### src/rtl/core_csr_seq_if.sv
// core_csr_seq_if: command, response and CSR initiator bus of the CSR sequencer
interface core_csr_seq_if;
    logic        cmd_valid;
    logic        cmd_ready;
    logic [1:0]  cmd_op;
    logic [11:0] cmd_addr;
    logic [63:0] cmd_wdata;
    logic        rsp_valid;
    logic        rsp_ready;
    logic [63:0] rsp_rdata;
    logic        rsp_error;
    logic        csr_en;
    logic        csr_wr;
    logic        csr_wr_set;
    logic        csr_wr_clr;
    logic [11:0] csr_addr;
    logic [63:0] csr_wdata;
    logic [63:0] csr_rdata;
    logic        csr_error;

    // the sequencer: serves commands, initiates CSR cycles
    modport slave (
        input  cmd_valid, cmd_op, cmd_addr, cmd_wdata, rsp_ready, csr_rdata, csr_error,
        output cmd_ready, rsp_valid, rsp_rdata, rsp_error,
        output csr_en, csr_wr, csr_wr_set, csr_wr_clr, csr_addr, csr_wdata
    );

    // the environment: issues commands and answers CSR cycles
    modport master (
        output cmd_valid, cmd_op, cmd_addr, cmd_wdata, rsp_ready, csr_rdata, csr_error,
        input  cmd_ready, rsp_valid, rsp_rdata, rsp_error,
        input  csr_en, csr_wr, csr_wr_set, csr_wr_clr, csr_addr, csr_wdata
    );
endinterface

### src/rtl/core_csr_seq.sv
// core_csr_seq: command-to-CSR sequencer; define CORE_CSR_SEQ_READBACK_EN to read back after writes
module core_csr_seq #(
    parameter int ERR_CNT_W = 8
) (
    input  logic                 g_clk,
    input  logic                 g_reset,
    core_csr_seq_if.slave        bus,
    output logic                 busy,
    input  logic                 err_clr,
    output logic [ERR_CNT_W-1:0] err_cnt
);
    localparam logic [1:0] OP_RD  = 2'b00;
    localparam logic [1:0] OP_SET = 2'b10;
    localparam logic [1:0] OP_CLR = 2'b11;

`ifdef CORE_CSR_SEQ_READBACK_EN
    typedef enum logic [1:0] {IDLE, ISSUE, READBACK, RESP} state_t;
`else
    typedef enum logic [1:0] {IDLE, ISSUE, RESP} state_t;
`endif

    state_t                 state, state_d;
    logic [1:0]             op_q;
    logic [11:0]            addr_q;
    logic [63:0]            wdata_q;
    logic [63:0]            rdata_q;
    logic                   err_q;
    logic [ERR_CNT_W-1:0]   cnt_q;
    logic                   cmd_ready, rsp_valid, csr_en, csr_wr, csr_wr_set, csr_wr_clr;
    logic [11:0]            csr_addr;
    logic [63:0]            csr_wdata;

    // state register; reset abandons any in-flight transaction
    always_ff @(posedge g_clk) begin
        if (g_reset) state <= IDLE;
        else         state <= state_d;
    end

    // next state and all handshake/CSR outputs; reset forces every output low at once
    always_comb begin
        state_d    = state;
        cmd_ready  = 1'b0;
        rsp_valid  = 1'b0;
        busy       = 1'b0;
        csr_en     = 1'b0;
        csr_wr     = 1'b0;
        csr_wr_set = 1'b0;
        csr_wr_clr = 1'b0;
        csr_addr   = '0;
        csr_wdata  = '0;
        case (state)
            IDLE: begin
                cmd_ready = 1'b1;
                if (bus.cmd_valid) state_d = ISSUE;
            end
            ISSUE: begin
                busy       = 1'b1;
                csr_en     = 1'b1;
                csr_wr     = op_q != OP_RD;
                csr_wr_set = op_q == OP_SET;
                csr_wr_clr = op_q == OP_CLR;
                csr_addr   = addr_q;
                csr_wdata  = wdata_q;
`ifdef CORE_CSR_SEQ_READBACK_EN
                state_d    = op_q == OP_RD ? RESP : READBACK;
`else
                state_d    = RESP;
`endif
            end
`ifdef CORE_CSR_SEQ_READBACK_EN
            READBACK: begin
                busy     = 1'b1;
                csr_en   = 1'b1;
                csr_addr = addr_q;
                state_d  = RESP;
            end
`endif
            RESP: begin
                busy      = 1'b1;
                rsp_valid = 1'b1;
                if (bus.rsp_ready) state_d = IDLE;
            end
            default: state_d = IDLE;
        endcase
        if (g_reset) begin
            cmd_ready  = 1'b0;
            rsp_valid  = 1'b0;
            busy       = 1'b0;
            csr_en     = 1'b0;
            csr_wr     = 1'b0;
            csr_wr_set = 1'b0;
            csr_wr_clr = 1'b0;
            csr_addr   = '0;
            csr_wdata  = '0;
        end
    end

    // command capture and CSR return sampling; readback overwrites data and accumulates error
    always_ff @(posedge g_clk) begin
        if (g_reset) begin
            op_q    <= '0;
            addr_q  <= '0;
            wdata_q <= '0;
            rdata_q <= '0;
            err_q   <= 1'b0;
        end else begin
            if (cmd_ready && bus.cmd_valid) begin
                op_q    <= bus.cmd_op;
                addr_q  <= bus.cmd_addr;
                wdata_q <= bus.cmd_wdata;
            end
            if (state == ISSUE) begin
                rdata_q <= bus.csr_rdata;
                err_q   <= bus.csr_error;
            end
`ifdef CORE_CSR_SEQ_READBACK_EN
            if (state == READBACK) begin
                rdata_q <= bus.csr_rdata;
                err_q   <= err_q | bus.csr_error;
            end
`endif
        end
    end

    // saturating error counter; clear wins over a coincident increment
    always_ff @(posedge g_clk) begin
        if (g_reset || err_clr)                       cnt_q <= '0;
        else if (csr_en && bus.csr_error && ~&cnt_q)  cnt_q <= cnt_q + ERR_CNT_W'(1);
    end

    assign bus.cmd_ready  = cmd_ready;
    assign bus.rsp_valid  = rsp_valid;
    assign bus.rsp_rdata  = g_reset ? '0 : rdata_q;
    assign bus.rsp_error  = !g_reset && err_q;
    assign bus.csr_en     = csr_en;
    assign bus.csr_wr     = csr_wr;
    assign bus.csr_wr_set = csr_wr_set;
    assign bus.csr_wr_clr = csr_wr_clr;
    assign bus.csr_addr   = csr_addr;
    assign bus.csr_wdata  = csr_wdata;
    assign err_cnt        = g_reset ? '0 : cnt_q;
endmodule

### src/flat_wrapper.sv
// flat-port wrapper written by rule: the top's interface ports become plain ports
module core_csr_seq_flat 
#(
    parameter int ERR_CNT_W = 8
)
  (g_clk, g_reset, busy, err_clr, err_cnt, bus_cmd_valid, bus_cmd_op, bus_cmd_addr, bus_cmd_wdata, bus_rsp_ready, bus_csr_rdata, bus_csr_error, bus_cmd_ready, bus_rsp_valid, bus_rsp_rdata, bus_rsp_error, bus_csr_en, bus_csr_wr, bus_csr_wr_set, bus_csr_wr_clr, bus_csr_addr, bus_csr_wdata);
  core_csr_seq_if bus_i ();
  input  logic g_clk;
  input  logic g_reset;
  output logic busy;
  input  logic err_clr;
  output logic [ERR_CNT_W-1:0] err_cnt;
  input wire logic [$bits(bus_i.cmd_valid)-1:0] bus_cmd_valid;
  input wire logic [$bits(bus_i.cmd_op)-1:0] bus_cmd_op;
  input wire logic [$bits(bus_i.cmd_addr)-1:0] bus_cmd_addr;
  input wire logic [$bits(bus_i.cmd_wdata)-1:0] bus_cmd_wdata;
  input wire logic [$bits(bus_i.rsp_ready)-1:0] bus_rsp_ready;
  input wire logic [$bits(bus_i.csr_rdata)-1:0] bus_csr_rdata;
  input wire logic [$bits(bus_i.csr_error)-1:0] bus_csr_error;
  output wire logic [$bits(bus_i.cmd_ready)-1:0] bus_cmd_ready;
  output wire logic [$bits(bus_i.rsp_valid)-1:0] bus_rsp_valid;
  output wire logic [$bits(bus_i.rsp_rdata)-1:0] bus_rsp_rdata;
  output wire logic [$bits(bus_i.rsp_error)-1:0] bus_rsp_error;
  output wire logic [$bits(bus_i.csr_en)-1:0] bus_csr_en;
  output wire logic [$bits(bus_i.csr_wr)-1:0] bus_csr_wr;
  output wire logic [$bits(bus_i.csr_wr_set)-1:0] bus_csr_wr_set;
  output wire logic [$bits(bus_i.csr_wr_clr)-1:0] bus_csr_wr_clr;
  output wire logic [$bits(bus_i.csr_addr)-1:0] bus_csr_addr;
  output wire logic [$bits(bus_i.csr_wdata)-1:0] bus_csr_wdata;
  assign bus_i.cmd_valid = bus_cmd_valid;
  assign bus_i.cmd_op = bus_cmd_op;
  assign bus_i.cmd_addr = bus_cmd_addr;
  assign bus_i.cmd_wdata = bus_cmd_wdata;
  assign bus_i.rsp_ready = bus_rsp_ready;
  assign bus_i.csr_rdata = bus_csr_rdata;
  assign bus_i.csr_error = bus_csr_error;
  assign bus_cmd_ready = bus_i.cmd_ready;
  assign bus_rsp_valid = bus_i.rsp_valid;
  assign bus_rsp_rdata = bus_i.rsp_rdata;
  assign bus_rsp_error = bus_i.rsp_error;
  assign bus_csr_en = bus_i.csr_en;
  assign bus_csr_wr = bus_i.csr_wr;
  assign bus_csr_wr_set = bus_i.csr_wr_set;
  assign bus_csr_wr_clr = bus_i.csr_wr_clr;
  assign bus_csr_addr = bus_i.csr_addr;
  assign bus_csr_wdata = bus_i.csr_wdata;
  core_csr_seq #(.ERR_CNT_W(ERR_CNT_W)) u_core (.g_clk(g_clk), .g_reset(g_reset), .bus(bus_i), .busy(busy), .err_clr(err_clr), .err_cnt(err_cnt));
endmodule
### config.mk
export PLATFORM = sky130hd
export DESIGN_NAME = core_csr_seq_flat
export DESIGN_NICKNAME = d
export VERILOG_FILES = /design/src/rtl/core_csr_seq_if.sv /design/src/rtl/core_csr_seq.sv /design/src/flat_wrapper.sv
export SDC_FILE = /design/constraint.sdc
export NUM_CORES = 1
export LEC_CHECK = 0
export CAP_MARGIN = 25
export CORE_MARGIN = 4
export CORE_UTILIZATION = 45
export CTS_BUF_LIST = sky130_fd_sc_hd__clkbuf_4
export CTS_CLUSTER_DIAMETER = 50
export CTS_CLUSTER_SIZE = 20
export DETAILED_ROUTE_END_ITERATION = 6
export PLACE_DENSITY_LB_ADDON = 0.08
export SLEW_MARGIN = 20
export SYNTH_ARGS = -nofsm -noshare
export SYNTH_HDL_FRONTEND = slang
export SYNTH_SLANG_ARGS = --single-unit
### constraint.sdc
create_clock -name g_clk -period 4.15 [get_ports g_clk]
set_input_delay 0.6225 -clock g_clk [delete_from_list [all_inputs] [get_ports g_clk]]
set_output_delay 0.6225 -clock g_clk [all_outputs]
set_load 0.01 [all_outputs]
==> impl_metrics.yaml <==
worst_setup_path:
  rr_endpoint: "u_core.rdata_q[58]$_SDFFE_PP0N_"
  r2r_cells: 5
  critPathArrivalTime_ns: 2.68
  cp_max_fo: 39
  crit_type: "flip-flop to primary output"
  cp-start-kind: "flip-flop"
  required_ns: 3.53
  setup.worst_path.end_class: "primary output"
  r2r_slack_ns: 2.06
  timing.rr.start: "u_core.state[1]$_SDFFE_PP0P_"
floorplan:
  coreArea_mm2: 0.0148
  ios: 304
  die_w_um: 132
  fp.dieH_um: 132
  initial_core_util_pct: 46.6
  die-area_mm2: 0.0173
  rows: 44
power:
  power.ir.vdd_worst_v: 0.000207
  leakage_uw: 0.00380
  power.density_mw_per_mm2: 354
worst_hold_path:
  min_to: "u_core.rdata_q[32]$_SDFFE_PP0N_"
  holdCritPathClass: "input pin to flip-flop"
  min_delay_path_depth: 2
  hold_start: "g_reset"
clock_tree:
  cts_setup_buffers: 0
  postCtsResizedCells: 0
  clock_latency_ns: 0.52
  cts.sinks: 153
  clk_pin_slew_ns: 0.12
  cts_buffers: 17
  clockRootBuffer: "clkbuf_4"
  h-tree-depth: 4
  cts.path.max_buffers: 2
  cts_tree: "done"
  hold_buffers: 0
sta:
  min_period_over_period_pct: 79.5
  tns_ns: 0
  finalSetupViolCount: 0
  hold_violations: 0
  maxSlewHeadroom_pct: 44.5
  period_minus_slack_ns: 3.30
  tightest_slew_ns: 0.833
  rsz0062_at_grt: "no"
  fmax_ghz: 0.303
  clock_skew_ns: 0.0167
  drv_slew: 0
  holdWs_ns: 0.456
logic_synthesis:
  synth_area_mm2: 0.00688
  synth_edf_count: 0
  synth-warning-count: 0
  ys_ff_latch: 153
  synth.avg_cell_area_um2: 8.69
  postSynth.asyncResetShare_pct: 0
  yosysTopAreaCell: "dfxtp_1"
  ys.flop_type: "dfxtp_1"
  synthCells: 792
  netlist_top_cells_count: "dfxtp_1, nand2_1, nand2b_1, and2_1, nor2b_1"
  yosys.area.top_type_share_pct: 44.5
  synth_area_leaders: "dfxtp_1, mux2i_1, nand2b_1, and2_1, nor2b_1"
  ys_types: 41
  seq_area_frac_synth_pct: 44.5
  post-synth-top-count-cell: "dfxtp_1"
  syn-num-nets: 946
global_route:
  grt.overflow.total: 0
  antenna_found_initial: 1
  grt_util_all_layers_pct: 20.7
  grt_first_pass_wirelength_um: 29400
  grt_pass1_vias: 5632
  grt_max_degree: 97
route:
  vias_per_cell: 4.71
  wl_per_cell_um: 14.4
  via_count: 5931
  drt-met1-wl_um: 7860
  drc: 0
  first_iter_violations: 338
  dr.pass1.iters: 6
  wl_um: 18100
  routed.top_layer: "met4"
  met3_length_um: 1300
  met2WireLength_um: 8620
  ant_nets: 0
job:
  maxCapViolations: 0
placed_design:
  dpl.cell_count: 1225
  gp_congestion: 0.782
  hpwlAfterDp_um: 12900
  place.port_buffers: 303
finish:
  final_nets: 1214
  synthToLayoutAreaGrowth_pct: 48.7
  drive_above_1_share_pct: 4.47
  fin_cells: 1258
  finish.utilization_pct: 69.4
run_status:
  status: "complete, no violations"
[area by class of cell]
| cell class | instances | area, um2 |
|---|---|---|
| Timing Repair Buffer | 310 | 3100 |
| Sequential cell | 153 | 3060 |
| Clock inverter | 12 | 199 |
| Multi-Input combinational cell | 576 | 3480 |
| Clock buffer | 20 | 150 |
| Inverter | 2 | 7.51 |
| Fill cell | 1232 | 4520 |
| Antenna cell | 1 | 2.50 |
| Tap cell | 184 | 230 |
[how the worst max path moves through the flow]
stage,from,end,depth (start not counted)
after floorplan,g_reset,bus_csr_wr_clr,4
after global placement,g_reset,err_cnt[1],4
after detailed placement,g_reset,bus_rsp_rdata[10],4
after CTS,u_core.state[1]$_SDFFE_PP0P_,bus_csr_addr[0],6
after global routing,u_core.state[1]$_SDFFE_PP0P_,bus_csr_wdata[9],6
final,u_core.state[1]$_SDFFE_PP0P_,bus_csr_wdata[60],6
[critical path, cell delays in order, from the launching register on]
cell and delay [ns]:
dfxtp_1 0.34, inv_1 0.15, ha_4 0.37, and2b_2 0.22, buf_4 0.32, and2_1 0.18
clkdlybuf4s50_1 0.57
[kinds of logic (layout without fill, tap and decap cells)]
logic type      count (synthesis)  count (layout)  share of synthesized area [%]
simple gates                  408             408                           32.0
flops                         153             153                           44.5
compound gates                 95              95                           7.49
mux                            67              67                           9.75
buf+inv                        63             344                           5.13
fa+ha+maj                       6               6                           1.09
other cells                     0               1                              0
[cells in the final DEF (no fill, tap or decap), types with 20 or more instances in the layout]
| cell type | n |
|---|---|
| and2_1 | 76 |
| clkbuf_4 | 20 |
| clkdlybuf4s50_1 | 302 |
| dfxtp_1 | 153 |
| mux2i_1 | 67 |
| nand2_1 | 86 |
| nand2b_1 | 79 |
| nor2_1 | 65 |
| nor2b_1 | 72 |
| o21ai_0 | 40 |
| o21ai_1 | 40 |
[registers in the layout, indices dropped and copies added (netlist names)]
signal          flops
u_core.op_q         2
u_core.state        2
u_core.err_q        1
u_core.cnt_q        8
u_core.addr_q      12
u_core.rdata_q     64
u_core.wdata_q     64
[where the power goes]
part | switching [uW] | total, uW | internal, uW
registers | 81.3 | 1720 | 1630
logic | 367 | 831 | 464
clock network | 514 | 1070 | 557
[per-layer routing]
metal | vias up | track usage (%)
met5 | - | 0
met4 | 0 | 6.77
met3 | 22 | 7.80
met2 | 180 | 34.2
met1 | 2646 | 24.9
li1 | 3083 | -
[per-stage QoR]
step	cell area (um2)	power, uW	setup slack [ns]
after CTS	10200	3670	0.737
after detailed placement	9880	2580	1.35
after global placement	9880	2570	1.33
after floorplan	6880	2230	2.18
final	10200	3620	0.851
after global routing	10200	3820	0.618
Power figures use the tool's default switching activity.
